**config.mk**
```make
export PLATFORM = sky130hd
export DESIGN_NAME = mem_port_arbiter
export DESIGN_NICKNAME = d
export VERILOG_FILES = /design/src/rtl/mem_port_arbiter.sv
export SDC_FILE = /design/constraint.sdc
export NUM_CORES = 1
export LEC_CHECK = 0
export CAP_MARGIN = 20
export CORE_AREA = 2 2 158 160
export DETAILED_ROUTE_END_ITERATION = 10
export DIE_AREA = 0 0 160 162
export MAX_ROUTING_LAYER = met4
export PLACE_DENSITY = 0.46
export SYNTH_ARGS = -nofsm -noshare
export SYNTH_HDL_FRONTEND = slang
export SYNTH_SLANG_ARGS = --single-unit
```
**constraint.sdc**
```tcl
create_clock -name clock -period 5.8 [get_ports clock]
set_clock_uncertainty 0.2 [all_clocks]
set_input_delay 1.45 -clock clock [delete_from_list [all_inputs] [get_ports clock]]
set_output_delay 1.45 -clock clock [all_outputs]
set_load 0.01 [all_outputs]
```
**src/rtl/mem_port_arbiter.sv**
```systemverilog
// mem_port_arbiter: shares the single processor-to-memory port between
// commit stores, load-buffer reads and instruction fetch. At most one read
// is outstanding; stores are fire-and-forget and never enter WAIT.
//
// Handshake: a requester holds its *_req (valid) with stable address/data
// until it sees its *_grant pulse. A grant is issued only in the same cycle
// the memory returns a nonzero mem2proc_response (ready). Read completion is
// signalled by a single-cycle *_done pulse when the returned tag matches.
module mem_port_arbiter #(
   parameter int unsigned STARVE_LIMIT = 4
) (
   input  logic        clock,
   input  logic        reset,
   input  logic        st_req,
   input  logic [31:0] st_addr,
   input  logic [63:0] st_data,
   input  logic [1:0]  st_size,
   input  logic        ld_req,
   input  logic [31:0] ld_addr,
   input  logic [1:0]  ld_size,
   input  logic        if_req,
   input  logic [31:0] if_addr,
   input  logic        if_flush,
   input  logic [3:0]  mem2proc_response,
   input  logic [3:0]  mem2proc_tag,
   input  logic [63:0] mem2proc_data,
   output logic [1:0]  proc2mem_command,
   output logic [31:0] proc2mem_addr,
   output logic [63:0] proc2mem_data,
   output logic [1:0]  proc2mem_size,
   output logic        st_grant,
   output logic        ld_grant,
   output logic        if_grant,
   output logic        ld_done,
   output logic        if_done,
   output logic [63:0] rd_data,
   output logic        busy
);

   localparam logic [1:0] BUS_NONE  = 2'd0;
   localparam logic [1:0] BUS_LOAD  = 2'd1;
   localparam logic [1:0] BUS_STORE = 2'd2;
   localparam logic [1:0] SIZE_DOUBLE = 2'd3;
   localparam logic [3:0] LIMIT = 4'(STARVE_LIMIT);

   typedef enum logic {S_IDLE, S_WAIT} state_t;
   typedef enum logic {OWN_LD, OWN_IF} owner_t;

   state_t     state, state_n;
   owner_t     owner, owner_n;
   logic [3:0] pend_tag, pend_tag_n;
   logic       squash, squash_n;
   logic [3:0] starve_cnt, starve_cnt_n;

   logic win_st, win_ld, win_if;
   logic accepted, tag_hit, starved;

   assign accepted = (mem2proc_response != 4'd0);
   assign starved  = (starve_cnt == LIMIT);
   assign tag_hit  = (state == S_WAIT) && (pend_tag != 4'd0) && (mem2proc_tag == pend_tag);
   assign rd_data  = mem2proc_data;

   // Fixed-priority arbitration in IDLE; a starved fetch jumps ahead of loads only.
   always_comb begin
      win_st = 1'b0;
      win_ld = 1'b0;
      win_if = 1'b0;
      if (state == S_IDLE) begin
         if (st_req)                  win_st = 1'b1;
         else if (if_req && starved)  win_if = 1'b1;
         else if (ld_req)             win_ld = 1'b1;
         else if (if_req)             win_if = 1'b1;
      end
   end

   // State and bookkeeping registers with synchronous reset.
   always_ff @(posedge clock) begin
      if (reset) begin
         state      <= S_IDLE;
         owner      <= OWN_LD;
         pend_tag   <= 4'd0;
         squash     <= 1'b0;
         starve_cnt <= 4'd0;
      end else begin
         state      <= state_n;
         owner      <= owner_n;
         pend_tag   <= pend_tag_n;
         squash     <= squash_n;
         starve_cnt <= starve_cnt_n;
      end
   end

   // Next-state logic: enter WAIT on an accepted read, leave on the matching tag.
   always_comb begin
      state_n      = state;
      owner_n      = owner;
      pend_tag_n   = pend_tag;
      squash_n     = squash;
      starve_cnt_n = starve_cnt;
      case (state)
         S_IDLE: begin
            if (accepted && (win_ld || win_if)) begin
               state_n    = S_WAIT;
               owner_n    = win_if ? OWN_IF : OWN_LD;
               pend_tag_n = mem2proc_response;
               squash_n   = 1'b0;
            end
         end
         S_WAIT: begin
            if (if_flush && (owner == OWN_IF)) squash_n = 1'b1;
            if (tag_hit) state_n = S_IDLE;
         end
         default: state_n = S_IDLE;
      endcase
      // Fetch starvation counter runs in both states.
      if (if_grant || !if_req)   starve_cnt_n = 4'd0;
      else if (!starved)         starve_cnt_n = starve_cnt + 4'd1;
   end

   // Mealy outputs: bus command from the winner, grants on acceptance, done on tag match.
   always_comb begin
      proc2mem_command = BUS_NONE;
      proc2mem_addr    = 32'd0;
      proc2mem_data    = 64'd0;
      proc2mem_size    = 2'd0;
      if (win_st) begin
         proc2mem_command = BUS_STORE;
         proc2mem_addr    = st_addr;
         proc2mem_data    = st_data;
         proc2mem_size    = st_size;
      end else if (win_ld) begin
         proc2mem_command = BUS_LOAD;
         proc2mem_addr    = ld_addr;
         proc2mem_size    = ld_size;
      end else if (win_if) begin
         proc2mem_command = BUS_LOAD;
         proc2mem_addr    = if_addr;
         proc2mem_size    = SIZE_DOUBLE;
      end
      st_grant = win_st && accepted;
      ld_grant = win_ld && accepted;
      if_grant = win_if && accepted;
      ld_done  = tag_hit && (owner == OWN_LD);
      if_done  = tag_hit && (owner == OWN_IF) && !squash && !if_flush;
      busy     = (state == S_WAIT);
   end

endmodule

```
# Word level (Yosys, flattened, before mapping)

Cells that the tools add are included.

Logic and storage cells: 62
Bits in registers: 11
Input port bits: 242
Output and inout bits: 170

$add $sub $neg: 1
Reduce and logical (&&, ||, !) cells: 22
Bitwise gates (word level): 2
Equal/unequal tests: 4
Multiplexer cells: 28

Operators with widths:

| kind                                                                     | number |
|---|---|
| 32-bit 2-to-1 mux                                                        | 3 |
| 64-bit 2-to-1 mux                                                        | 1 |
| 1-bit 2-to-1 mux                                                         | 18 |
| 1-bit logical AND                                                        | 12 |
| 2-bit 2-to-1 mux                                                         | 4 |
| 4-bit nonzero test                                                       | 2 |
| 4-bit by 1-bit adder with 4-bit output (second input constant)           | 1 |
| 4-bit by 3-bit == test with 1-bit output (second input constant)         | 1 |
| 4-bit == test                                                            | 1 |
| 2-bit by 1-bit inequality test with 1-bit output (second input constant) | 2 |
| 1-bit case mux with 2 select lines                                       | 2 |
| 2-bit AND reduction                                                      | 2 |
| 1-bit logical NOT                                                        | 3 |
| 1-bit logical OR                                                         | 2 |
| 1-bit NOT                                                                | 2 |
| 2-bit OR reduction                                                       | 1 |

# Logic depth before layout (Yosys ltp)

Depth after elaboration: 9
Depth in mapped cells: 6
Gate-level depth less buffers: 5

# Least setup slack after synthesis

OpenSTA, ideal clock, no wires.

Kind: input -> output
Start: input st_req
End: output proc2mem_addr[2]
Required time: 4.150 ns
Arrival: 2.461 ns
Slack: 1.689 ns
Cell stages on the path: 5
Buffers on the path: 2
Path through: or2_1 > buf_6 > a211oi_4 > buf_6 > a221o_1

Word-level cells in the longest chain between the ends: 5
Elaborated cells on any way between the ends: 9
Those cells by class: mux (9)

RTL lines:

| what                | line | source |
|---|---|---|
| from (decl)         | 14   | `input logic st_req,` |
| 1-bit 2-to-1 mux    | 69   | `if (st_req) win_st = 1'b1;` |
| 1-bit 2-to-1 mux    | 68   | `if (state == S_IDLE) begin` |
| 32-bit 2-to-1 mux   | 135  | `end else if (win_if) begin` |
| 32-bit 2-to-1 mux   | 131  | `end else if (win_ld) begin` |
| 32-bit 2-to-1 mux * | 126  | `if (win_st) begin` |
| to (decl)           | 28   | `output logic [31:0] proc2mem_addr,` |

Every way passes the cells marked *; elsewhere a longest branch is shown, timed or not.

# Final worst setup path

Start: input ld_req
End: output proc2mem_addr[21]

Word-level cells in the longest chain between the ends: 7
Elaborated cells on any way between the ends: 11
Those cells by class: mux (11)

RTL lines:

| what                | line | source |
|---|---|---|
| from (decl)         | 18   | `input logic ld_req,` |
| 1-bit 2-to-1 mux    | 71   | `else if (ld_req) win_ld = 1'b1;` |
| 1-bit 2-to-1 mux    | 70   | `else if (if_req && starved) win_if = 1'b1;` |
| 1-bit 2-to-1 mux    | 69   |  |
| 1-bit 2-to-1 mux    | 68   |  |
| 32-bit 2-to-1 mux   | 135  |  |
| 32-bit 2-to-1 mux * | 131  |  |
| 32-bit 2-to-1 mux * | 126  |  |

Marked as above.

==> results <==
==> registers in the layout, summed over array words and instances (netlist names) <==
signal / flops
starve_cnt: 4
busy: 1
squash: 1
owner: 1
pend_tag: 4
==> cell usage in the layout (no fill, tap or decap), types with 2 or more instances in the layout <==
| cell type | instances |
|---|---|
| a211oi_1 | 2 |
| a21oi_1 | 6 |
| a221o_1 | 3 |
| a221o_2 | 29 |
| and2_1 | 97 |
| buf_12 | 3 |
| clkbuf_16 | 3 |
| clkdlybuf4s50_1 | 283 |
| dfxtp_1 | 11 |
| ha_1 | 2 |
| inv_1 | 6 |
| mux2i_1 | 2 |
| nand2_1 | 5 |
| nand3_1 | 8 |
| nor2_1 | 5 |
| nor3_1 | 7 |
| nor4b_1 | 2 |
| o21ai_0 | 2 |
| o31ai_1 | 6 |
| xnor2_1 | 5 |
==> worst max-delay path: cells and delay by family <==
kind | cells | cell delay [ns]
AOI/OAI and AO/OA | 1 | 0.17
buffers and inverters | 3 | 1.38
and+or+nand+nor | 2 | 0.57
==> worst min path at each step <==
| stage | depth (start not counted) | end | slack (ns) | startpoint |
|---|---|---|---|---|
| finish | 2 | squash | 0.30 | squash |
| CTS | 2 | squash | 0.29 | squash |
| detailed placement | 2 | squash | 0.28 | squash |
| floorplan | 2 | squash | 0.24 | squash |
| global placement | 2 | squash | 0.28 | squash |
| global route | 2 | squash | 0.33 | squash |
==> routing by layer <==
layer | part of all wire (%) | track usage [%]
met2 | 45 | 14.0
met3 | 9.7 | 3.01
met5 | 0 | -
met4 | 4.2 | 3.77
met1 | 41 | 10.6
==> power groups by stage <==
stage | Sequential [mW] | Clock [mW] | Combinational [mW]
3_3_place_gp | 0.0858 | 0 | 0.393
4_1_cts | 0.0845 | 0.127 | 0.394
5_1_grt | 0.0850 | 0.131 | 0.415
3_5_place_dp | 0.0858 | 0 | 0.392
2_1_floorplan | 0.0843 | 0 | 0.179
6_report | 0.0845 | 0.124 | 0.390
==> stage by stage <==
stage / area [um2] / utilization (%) / setup WS (ns) / power, mW
finish: 5070 / 21.0 / 0.545 / 0.598
global route: 5070 / 21.0 / 0.468 / 0.632
CTS: 5070 / 21.0 / 0.557 / 0.606
detailed placement: 4990 / 20.7 / 0.556 / 0.478
global placement: 4990 / 20.7 / 0.586 / 0.478
floorplan: 2270 / - / 1.69 / 0.263
==> cell families (layout without fill, tap and decap cells) <==
group | Yosys count | after routing | share of synthesized area [%]
AND/OR/NAND/NOR | 133 | 133 | 36.5
AO/OA/AOI/OAI | 53 | 53 | 22.7
flip-flops | 11 | 11 | 9.70
multiplexers | 2 | 2 | 0.882
adder cells (fa/ha/maj) | 2 | 2 | 1.10
XOR/XNOR | 5 | 5 | 1.93
buffers and inverters | 90 | 297 | 27.2
==> area by class of cell <==
class,count,area (um2),share of cell area [%]
timing repair buffer,287,2900,57.2
multi-input combinational,195,1440,28.4
tap,324,405,8.00
sequential,11,220,4.35
clock buffer,4,78.8,1.56
inverter,6,22.5,0.444
==> out/qor.yml <==
setup.worst_path.start: "ld_req"
worstSetupStartpointType: "input port"
via_per_inst: 3.45
cts-root-buf: "clkbuf_16"
post-route-drc-count: 0
crit_type: "input port to output port"
cp.arrival_ns: 3.60
crit_end: "proc2mem_addr[21]"
fin_crit_ns: 5.25
hold_class: "flop to flop"
synth_area_mm2: 0.00227
ys_ff_latch: 11
clkTransAtPathRegs_ns: 0.04
die_area_mm2: 0.0259
drive_gt1_share_pct: 8.75
final_nets: 748
synth_common_cells: "and2_1, buf_4, a221o_2"
synthMostInstantiatedCell: "and2_1"
totalWireLength_mm: 12.5
crit_path_frequent_cell: "clkdlybuf4s50_1"
die_w_um: 160
crit_fanout: 32
switching_share_pct: 28.6
overflow: 0
numClockSinks: 11
synthTopCellsByArea: "and2_1, buf_4, a221o_2, dfxtp_1, buf_6"
crit_slowest_cell: "clkdlybuf4s50_1"
antenna_left: 0
clk_latency_ns: 0.23
slew_headroom_pct: 56.2
worstPathRequired_ns: 4.15
reg2reg_setup_slack_ns: 4.02
cts_setup_buffers: 0
mappedNetlistNets: 540
cts_hold_buf: 0
comb_power_share_pct: 65.1
diodes: 0
timing.rr.end: "starve_cnt[0]"
dr.pass1.iters: 4
yosys_warnings: 0
area_growth_pct: 123
tightest_slew_ns: 0.649
core_area_mm2: 0.0241
max_stage_delay_ns: 0.64
power_switching_uw: 171
setup_violations: 0
dp_cells: 823
status: "completed"
drv_slew: 0
ir_drop_v: 0.000104
grt_max_degree: 101
seq_power_share_pct: 14.1
fmax_ghz: 0.190
ios: 412
synth_top_area_share_pct: 26.7
clockBufferDepth: 2
p_int_uw: 427
ctsResizeCount: 0
total_leakage_power_nw: 1.80
yosysUniqueCellTypes: 37
syn_inst: 296
tns_ns: 0
grt_pass1_vias: 2940
stdcell_count: 827
antenna_found_initial: 0
ys_seq_area_share_pct: 9.70
hold_slack_ns: 0.299
rr_startpoint: "starve_cnt[0]"
hpwl_mm: 10.5
period_share_pct: 90.6
rows: 57
chipHeight_um: 162
synth-edff-count: 0
ff2ff_path_depth: 5
cts_tree: "done"
h-tree-depth: 1
async_flop_share_pct: 0
cts_made_buffers: 3
synth.avg_cell_area_um2: 7.67
hold_viol: 0
grt_pass1_wl_mm: 17.9
vias: 2850
maxCapViolCount: 0
yosysTopAreaCell: "and2_1"
first_iter_violations: 113
wl_per_cell_um: 15.2
power_density_mw_per_mm2: 118
cp-end-kind: "output port"
routabilityCongestion: 0.759
port_buffers: 283
fillCellCount: 2739
cp_cell_sequence: "clkdlybuf4s50_1 > or3b_4 > nor2_4 > buf_12 > a221o_2 > clkdlybuf4s50_1"
p_clk_share_pct: 20.8
grt_setup_unrepaired: "no"
ys.flop_type: "dfxtp_1"
start_util_pct: 9.42
grt_usage_pct: 8.99
(Power assumes the default switching activity.)
